<file path="src/rtl/sqrt_issue_arb.sv">
// Round-robin issue arbiter sharing one fp16 sqrt pipeline between NUM_REQ requesters.
// An in-order tag FIFO returns each result to its issuer; a small FSM gates p_enable.
module sqrt_issue_arb #(
    parameter int NUM_REQ      = 4,
    parameter int MAX_INFLIGHT = 8,
    parameter int IDLE_CYCLES  = 16
) (
    input  logic                                clk,
    input  logic                                rst,
    input  logic [NUM_REQ-1:0]                  req_valid,
    input  logic [16*NUM_REQ-1:0]               req_data,
    output logic [NUM_REQ-1:0]                  req_ready,
    output logic                                p_enable,
    output logic                                p_valid,
    output logic [15:0]                         p_data,
    input  logic                                p_res_valid,
    input  logic [15:0]                         p_res_data,
    output logic [NUM_REQ-1:0]                  rsp_valid,
    output logic [15:0]                         rsp_data,
    output logic [$clog2(MAX_INFLIGHT+1)-1:0]   inflight,
    output logic                                err_underflow
);
    localparam int IDW = $clog2(NUM_REQ);
    localparam int CW  = $clog2(MAX_INFLIGHT + 1);
    localparam int PW  = $clog2(MAX_INFLIGHT);
    localparam int IW  = (IDLE_CYCLES > 1) ? $clog2(IDLE_CYCLES) : 1;

    typedef enum logic [1:0] {ST_IDLE, ST_WAKE, ST_RUN} state_t;

    state_t             state_q, state_d;
    logic [IDW-1:0]     rr_q, rr_d;
    logic [PW-1:0]      wr_ptr_q, wr_ptr_d;
    logic [PW-1:0]      rd_ptr_q, rd_ptr_d;
    logic [CW-1:0]      inflight_q, inflight_d;
    logic [IW-1:0]      idle_cnt_q, idle_cnt_d;
    logic               p_valid_q, p_valid_d;
    logic [15:0]        p_data_q, p_data_d;
    logic [NUM_REQ-1:0] rsp_valid_q, rsp_valid_d;
    logic [15:0]        rsp_data_q, rsp_data_d;
    logic               err_q, err_d;

    logic [IDW-1:0]     tag_mem [MAX_INFLIGHT];
    logic [IDW-1:0]     head;
    logic [IDW-1:0]     winner;
    logic [IDW:0]       cand;
    logic               found;
    logic               credit;
    logic               grant_en;
    logic               pop;
    logic               idle;

    // Credit only looks at registered state, keeping p_res_valid out of the ready path.
    assign credit   = (inflight_q < CW'(MAX_INFLIGHT));
    assign grant_en = (state_q == ST_RUN) && credit && found;
    assign pop      = p_res_valid && (inflight_q != '0);
    assign head     = tag_mem[rd_ptr_q];
    assign idle     = !(|req_valid) && (inflight_q == '0) && !p_res_valid;

    always_comb begin
        found  = 1'b0;
        winner = '0;
        cand   = '0;
        for (int k = 0; k < NUM_REQ; k++) begin
            cand = {1'b0, rr_q} + (IDW+1)'(k);
            if (cand >= (IDW+1)'(NUM_REQ)) begin
                cand = cand - (IDW+1)'(NUM_REQ);
            end
            if (!found && req_valid[cand[IDW-1:0]]) begin
                found  = 1'b1;
                winner = cand[IDW-1:0];
            end
        end
    end

    generate
        for (genvar gi = 0; gi < NUM_REQ; gi++) begin : g_ready
            assign req_ready[gi] = grant_en && (winner == IDW'(gi));
        end
    endgenerate

    always_comb begin
        p_valid_d   = grant_en;
        p_data_d    = p_data_q;
        rr_d        = rr_q;
        wr_ptr_d    = wr_ptr_q;
        rd_ptr_d    = rd_ptr_q;
        inflight_d  = inflight_q;
        rsp_valid_d = '0;
        rsp_data_d  = rsp_data_q;
        err_d       = err_q || (p_res_valid && (inflight_q == '0));
        if (grant_en) begin
            p_data_d = req_data[16*int'(winner) +: 16];
            rr_d     = (winner == IDW'(NUM_REQ-1)) ? '0 : winner + IDW'(1);
            wr_ptr_d = wr_ptr_q + PW'(1);
        end
        if (pop) begin
            rd_ptr_d          = rd_ptr_q + PW'(1);
            rsp_valid_d[head] = 1'b1;
            rsp_data_d        = p_res_data;
        end
        case ({grant_en, pop})
            2'b10:   inflight_d = inflight_q + CW'(1);
            2'b01:   inflight_d = inflight_q - CW'(1);
            default: inflight_d = inflight_q;
        endcase
    end

    always_comb begin
        state_d    = state_q;
        idle_cnt_d = '0;
        p_enable   = 1'b1;
        case (state_q)
            ST_IDLE: begin
                p_enable = 1'b0;
                if (|req_valid) state_d = ST_WAKE;
            end
            ST_WAKE: state_d = ST_RUN;
            ST_RUN: begin
                // Leaving RUN needs inflight==0, so nothing is stranded mid-pipeline.
                if (idle) begin
                    if (idle_cnt_q == IW'(IDLE_CYCLES-1)) begin
                        state_d = ST_IDLE;
                    end else begin
                        idle_cnt_d = idle_cnt_q + IW'(1);
                    end
                end
            end
            default: begin
                state_d  = ST_IDLE;
                p_enable = 1'b0;
            end
        endcase
    end

    always_ff @(posedge clk or posedge rst) begin
        if (rst) begin
            state_q     <= ST_IDLE;
            rr_q        <= '0;
            wr_ptr_q    <= '0;
            rd_ptr_q    <= '0;
            inflight_q  <= '0;
            idle_cnt_q  <= '0;
            p_valid_q   <= 1'b0;
            p_data_q    <= '0;
            rsp_valid_q <= '0;
            rsp_data_q  <= '0;
            err_q       <= 1'b0;
        end else begin
            state_q     <= state_d;
            rr_q        <= rr_d;
            wr_ptr_q    <= wr_ptr_d;
            rd_ptr_q    <= rd_ptr_d;
            inflight_q  <= inflight_d;
            idle_cnt_q  <= idle_cnt_d;
            p_valid_q   <= p_valid_d;
            p_data_q    <= p_data_d;
            rsp_valid_q <= rsp_valid_d;
            rsp_data_q  <= rsp_data_d;
            err_q       <= err_d;
        end
    end

    // Tag storage needs no reset: emptiness is tracked by the pointers and inflight.
    always_ff @(posedge clk) begin
        if (grant_en) begin
            tag_mem[wr_ptr_q] <= winner;
        end
    end

    assign p_valid       = p_valid_q;
    assign p_data        = p_data_q;
    assign rsp_valid     = rsp_valid_q;
    assign rsp_data      = rsp_data_q;
    assign inflight      = inflight_q;
    assign err_underflow = err_q;
endmodule

</file>
<file path="config.mk">
export PLATFORM = sky130hd
export DESIGN_NAME = sqrt_issue_arb
export DESIGN_NICKNAME = d
export VERILOG_FILES = /design/src/rtl/sqrt_issue_arb.sv
export SDC_FILE = /design/constraint.sdc
export NUM_CORES = 1
export LEC_CHECK = 0
export ABC_AREA = 1
export CAP_MARGIN = 20
export CORE_MARGIN = 10
export CORE_UTILIZATION = 47
export DETAILED_ROUTE_END_ITERATION = 8
export PLACE_DENSITY = 0.89
export SYNTH_ARGS = -nofsm -noshare
export SYNTH_HDL_FRONTEND = slang
export SYNTH_SLANG_ARGS = --single-unit
export TNS_END_PERCENT = 50
</file>
<file path="constraint.sdc">
create_clock -name clk -period 3.4 [get_ports clk]
set_clock_uncertainty 0.1 [all_clocks]
set_input_delay 0.51 -clock clk [delete_from_list [all_inputs] [get_ports clk]]
set_output_delay 0.51 -clock clk [all_outputs]
set_load 0.01 [all_outputs]
</file>
# After elaboration in Yosys (flattened, before gate mapping)
# Memory sizes are Yosys's and may differ from the RTL's.
# Index checks and enable logic that the tools add are counted.
# op_classes
add_sub_neg	13
n_lt_le_gt_ge	11
eq_ne	11
n_shift	1
n_mux	35
n_reduce_logical	28
# op_table
operator	count
variable part select 64 x 7 -> 16 bit	1
2-to-1 mux 2 bit	12
2-to-1 mux 4 bit	4
< comparator 2 x 3 -> 1 bit (second input constant)	5
logical AND 1 bit	14
2-to-1 mux 1 bit	12
greater-or-equal comparator 3 bit (second input constant)	3
adder 4 x 1 -> 4 bit (second input constant)	2
binary-select mux 1 bit (select 2 bit)	4
== test 2 bit (second input constant)	4
case mux 4 bit (2 select lines)	1
subtractor 2 x 1 -> 2 bit (second input constant)	4
adder 2 x 2 -> 3 bit (second input constant)	2
adder 3 x 1 -> 3 bit (second input constant)	2
== test 2 x 1 -> 1 bit (second input constant)	3
case mux 2 bit (3 select lines)	1
logical NOT 1 bit	5
== test 4 bit (second input constant)	1
logical NOT 2 bit	2
logical NOT 4 bit	1
< comparator 4 bit (second input constant)	1
inequality test 2 bit (second input constant)	2
nonzero test 4 bit	1
OR reduction 4 bit	1
11 further kinds	11
# word_totals
regBits	56
mem_bits_rw	16
in_bits	87
output_inout_bits	47
wordCells	111
memories	1
# mem_list
memory	words	width	rd	rd_ports_with_merged_regs	write_ports	line_no	rtl
tag_mem	8	2	1	0	1	42	logic [IDW-1:0] tag_mem [MAX_INFLIGHT];

# Depth between registers and ports, before layout
# logic_depth
depth_word	17
depth_mapped	17
depth_no_buf	15

# Worst setup path before layout
# No wires, ideal clock.
# synth_timing
kind	input port to flip-flop
start	input req_valid[3]
end	register inflight_q[2], in the netlist inflight[2]
setup_ps	82
arrival_ps	2451
required_time_ps	3218
path_slack_ps	767
path_stages	12
path_buffers	1
path_cell_list	inv_1 > nand4_2 > inv_2 > nor3_2 > inv_2 > clkbuf_1 > ha_1 > xor2_1 > ha_1 > a21oi_1 > or2_2 > a31oi_1
# synth_between
elab_chain_cells	15
word_cells_on_any_way	23
cone_classes	eq/ne: 2; mux: 13; reduce/logical: 8
# synth_lines
element	line_no	rtl
start, declared	10	input logic [NUM_REQ-1:0] req_valid,
binary-select mux 1 bit (select 2 bit)	68	if (!found && req_valid[cand[IDW-1:0]]) begin
2-to-1 mux 1 bit (implied by the code)	68	
2-to-1 mux 1 bit	68	
logical NOT 1 bit	68	
logical AND 1 bit	68	
2-to-1 mux 1 bit	68	
logical NOT 1 bit	68	
logical AND 1 bit	68	
2-to-1 mux 1 bit	68	
logical NOT 1 bit	68	
logical AND 1 bit	68	
2-to-1 mux 1 bit *	68	
logical AND 1 bit *	54	assign grant_en = (state_q == ST_RUN) && credit && found;
== test 2 x 1 -> 1 bit or == test 2 bit (tied branches)	101	case ({grant_en, pop})
case mux 4 bit (2 select lines) or nonzero test 2 bit (tied branches)	-	
end signal, assigned	153	inflight_q <= inflight_d;
end, declared	34	logic [CW-1:0] inflight_q, inflight_d;
# Every way passes the cells marked *; elsewhere a longest branch is shown, timed or not. The select of a mux whose other input is x is not followed.
# A chain may end at the register's enable or synchronous reset.

# Worst setup path after layout
# layout_timing
start	input req_valid[3]
end	output req_ready[0]
# layout_between
elab_chain_cells	14
word_cells_on_any_way	25
cone_classes	mux: 16; reduce/logical: 9
# layout_lines
element	line_no	rtl
binary-select mux 1 bit (select 2 bit)	68	
2-to-1 mux 1 bit (implied by the code)	68	
2-to-1 mux 1 bit	68	
logical NOT 1 bit	68	
logical AND 1 bit	68	
2-to-1 mux 1 bit	68	
logical NOT 1 bit	68	
logical AND 1 bit	68	
2-to-1 mux 1 bit	68	
logical NOT 1 bit	68	
logical AND 1 bit	68	
2-to-1 mux 2 bit or 2-to-1 mux 1 bit (tied branches)	68	
logical NOT 2 bit or logical AND 1 bit (tied branches)	77, 54	
logical AND 1 bit *	77	assign req_ready[gi] = grant_en && (winner == IDW'(gi));
end, declared	12	output logic [NUM_REQ-1:0] req_ready,
# Marks and branches as above.

==> impl_metrics.ini <==
[status]
status = complete, no violations

[global_route]
antenna_found_initial = 0
grt_max_degree = 57
first_global_vias = 4086
met1_usage_pct = 20.0
grt_first_pass_wirelength_um = 19300
met3_usage_pct = 6.34
busiest_layer = met2
grt_use_met2_pct = 30.8
grt_overflow = 0
track_usage_pct = 17.9

[cts]
cts-root-buf = clkbuf_8
h-tree-depth = 3
clock_path_buffers = 2
hold_buffers = 0
post_cts_buffers = 0
cts_tree = built
clock_latency_ns = 0.34
cts_buffers = 9
clk_pin_slew_ns = 0.07
cts.sinks = 72

[timing]
tightest_slew_ns = 0.714
holdWs_ns = 0.352
setup_viol = 0
fmaxAchievable_ghz = 0.307
slew_viol_final = 0
period_minus_slack_ns = 3.25
min_period_over_period_pct = 95.7
max_slew_margin_pct = 52.4
rsz0062_at_grt = no
fin_tns_setup_ns = 0
finalHoldViolCount = 0

[power_and_ir_drop]
pwr-share-clk_pct = 13.0
power.share.switching_pct = 45.5
seqPwrFrac_pct = 27.9
p_switching_mw = 2.36
power.leakage_nw = 2.95
pwr_density_cell_nw_per_um2 = 898
power_mw = 5.20
power_frac_comb_pct = 59.1
intPower_mw = 2.83
ir_worst_vdd_uv = 520

[layout]
antenna_cells = 0
layout_commonest_cell = nand2_1
synthToLayoutAreaGrowth_pct = 39.1
fin_area_um2 = 5790
layout_common_cells = 235 x nand2_1, 130 x clkdlybuf4s50_1, 57 x inv_1, 55 x dfrtp_1, 34 x nor2_1
nets = 787
layout-drive-gt1-share_pct = 7.24

[hold_path]
min_path_cells = 1
min-delay-start = idle_cnt_q[0]$_DFF_PP0_
holdPathEnd = idle_cnt_q[0]$_DFF_PP0_
min_path_type = reg2reg

[critical_path]
critPathArrivalTime_ns = 2.64
required_ns = 2.79
cp-start-kind = input port
cpLargestDelayFamily = buffers and inverters
path_buf_inv = 4
crit_fanout = 4
criticalPathCategory = in2out
crit_slowest_cell = clkdlybuf4s50_1
worstSetupEndpointType = primary output
r2r-end = inflight[2]$_DFFE_PP0P_
reg2reg_slack_ns = 0.85
ff2ff_path_depth = 11
slowest_delay_ns = 0.58
critical_path.reg2reg.startpoint = state_q[0]$_DFFE_PP0P_
critical_path.cell_chain = clkdlybuf4s50_1 -> inv_1 -> nand2_1 -> nand3_1 -> nand2_2 -> nor2_4 -> nand4_2 -> nand2_4 -> ha_1 -> inv_1 -> nor2_1 -> clkdlybuf4s50_1

[floorplanning]
dieArea_um2 = 13000
num_io_pins = 134
rows = 34
core_um2 = 8680
initial_core_util_pct = 47.9
die_height_um = 114
die_x_um = 114

[detailed_routing]
detail_route.iter0.violations = 288
route.vias.total = 3997
antenna_left = 0
firstDrtPassIters = 6
wirelength_um = 11700
drc = 0
vias_per_cell = 5.00
post_drt_wl_per_cell_um = 14.7

[synthesis]
synth_fp_nets = 655
async_flop_share_pct = 77.8
synth_seq_area_share_pct = 45.2
synth_cell_types = 32
ys_warn_count = 0
syn_inst = 554
yosys_most_used_dff = dfrtp_1
synth_edf_count = 16
avgSynthCellArea_um2 = 7.51
syn_area_um2 = 4160
synth_seq_cells = 72

[flow_run]
cap_violations = 0

[place]
gp_congestion = 0.960
portBuffers = 133
dpl.hpwl_um = 9030
dpl-instance-area_um2 = 5580
[layout make-up]
cell class	instances	area, um^2
Fill cell	724	2890
Sequential cell	72	1880
Tap cell	108	135
Clock inverter	5	55.1
Multi-Input combinational cell	394	1900
Timing Repair Buffer	144	1420
Clock buffer	11	141
Inverter	65	251
[what timing repair did]
item,CTS,global route
setup endpoints to repair,0,4
endpoints found under the hold margin,0,0
gates resized for setup,0,4
[Yosys cell counts, types with 4 or more instances]
| library cell | number | area [um^2] |
|---|---|---|
| nand2_1 | 235 | 882 |
| inv_1 | 58 | 218 |
| dfrtp_1 | 56 | 1400 |
| nor2_1 | 34 | 128 |
| nand4_1 | 32 | 200 |
| nand3_1 | 26 | 130 |
| edfxtp_1 | 16 | 480 |
| o21ai_0 | 16 | 80.1 |
| ha_1 | 14 | 175 |
| clkbuf_1 | 9 | 33.8 |
| buf_2 | 8 | 40.0 |
| xor2_1 | 6 | 52.6 |
| a21oi_1 | 5 | 25.0 |
| inv_2 | 5 | 18.8 |
| buf_6 | 4 | 45.0 |
| nand2_2 | 4 | 25.0 |
| o22ai_1 | 4 | 25.0 |
[layer usage]
| metal | part of all wire [%] | vias up | routed length [um] |
|---|---|---|---|
| li1 | - | 2016 | - |
| met5 | 0 | - | 0 |
| met2 | 48 | 166 | 5580 |
| met4 | 2.3 | 0 | 264 |
| met3 | 9.0 | 23 | 1050 |
| met1 | 41 | 1792 | 4820 |
[stage by stage]
| step | util [%] | setup WS, ns | cells |
|---|---|---|---|
| final | 66.7 | 0.147 | 799 |
| after global routing | 66.7 | 0.0212 | 799 |
| after CTS | 66.6 | 0.0150 | 799 |
| after detailed placement | 64.3 | 0.103 | 783 |
| after global placement | 64.3 | 0.131 | 783 |
| after floorplan | - | 0.767 | 554 |
[flip-flops by register name, indices dropped and copies added (netlist names)]
| register | cells |
|---|---|
| rd_ptr_q | 3 |
| state_q | 2 |
| wr_ptr_q | 3 |
| rsp_valid | 4 |
| p_data | 16 |
| rsp_data | 16 |
| idle_cnt_q | 4 |
| p_valid | 1 |
| inflight | 4 |
| err_underflow | 1 |
| tag_mem | 16 |
| rr_q | 2 |
[cell families after synthesis]
kind of cell	count (synthesis)	synth area share, %
AOI/OAI and AO/OA	27	3.46
and+or+nand+nor	345	36.1
buffers and inverters	88	9.27
DFF	72	45.2
adders and majority gates	14	4.21
xor gates and xnor gates	8	1.68
[how the worst max path moves through the flow]
stage / to / slack (ns) / from / cells after the start
3_3_place_gp: req_ready[1] / 0.13 / req_valid[3] / 14
5_1_grt: req_ready[0] / 0.02 / req_valid[0] / 13
3_5_place_dp: req_ready[3] / 0.10 / req_valid[3] / 14
4_1_cts: req_ready[3] / 0.01 / rr_q[0]$_DFFE_PP0P_ / 14
2_1_floorplan: inflight[2]$_DFFE_PP0P_ / 0.77 / req_valid[3] / 12
6_report: req_ready[0] / 0.15 / req_valid[3] / 12
[power groups by stage]
stage	clock (mW)	combinational [mW]	sequential, mW
floorplan	0	2.03	1.48
global placement	0	2.98	1.45
detailed placement	0	3.07	1.46
CTS	0.688	3.09	1.45
global route	0.718	3.48	1.49
finish	0.675	3.07	1.45
[worst register-to-register path, delay by kind of cell, from the launching register on]
kind | cells | cell delay (ns)
buffers and inverters | 3 | 0.39
adders and majority gates | 3 | 0.73
AOI/OAI and AO/OA | 2 | 0.18
xor gates and xnor gates | 1 | 0.21
and+or+nand+nor | 2 | 0.49
DFF | 1 | 0.38
Power figures use the tool's default switching activity.
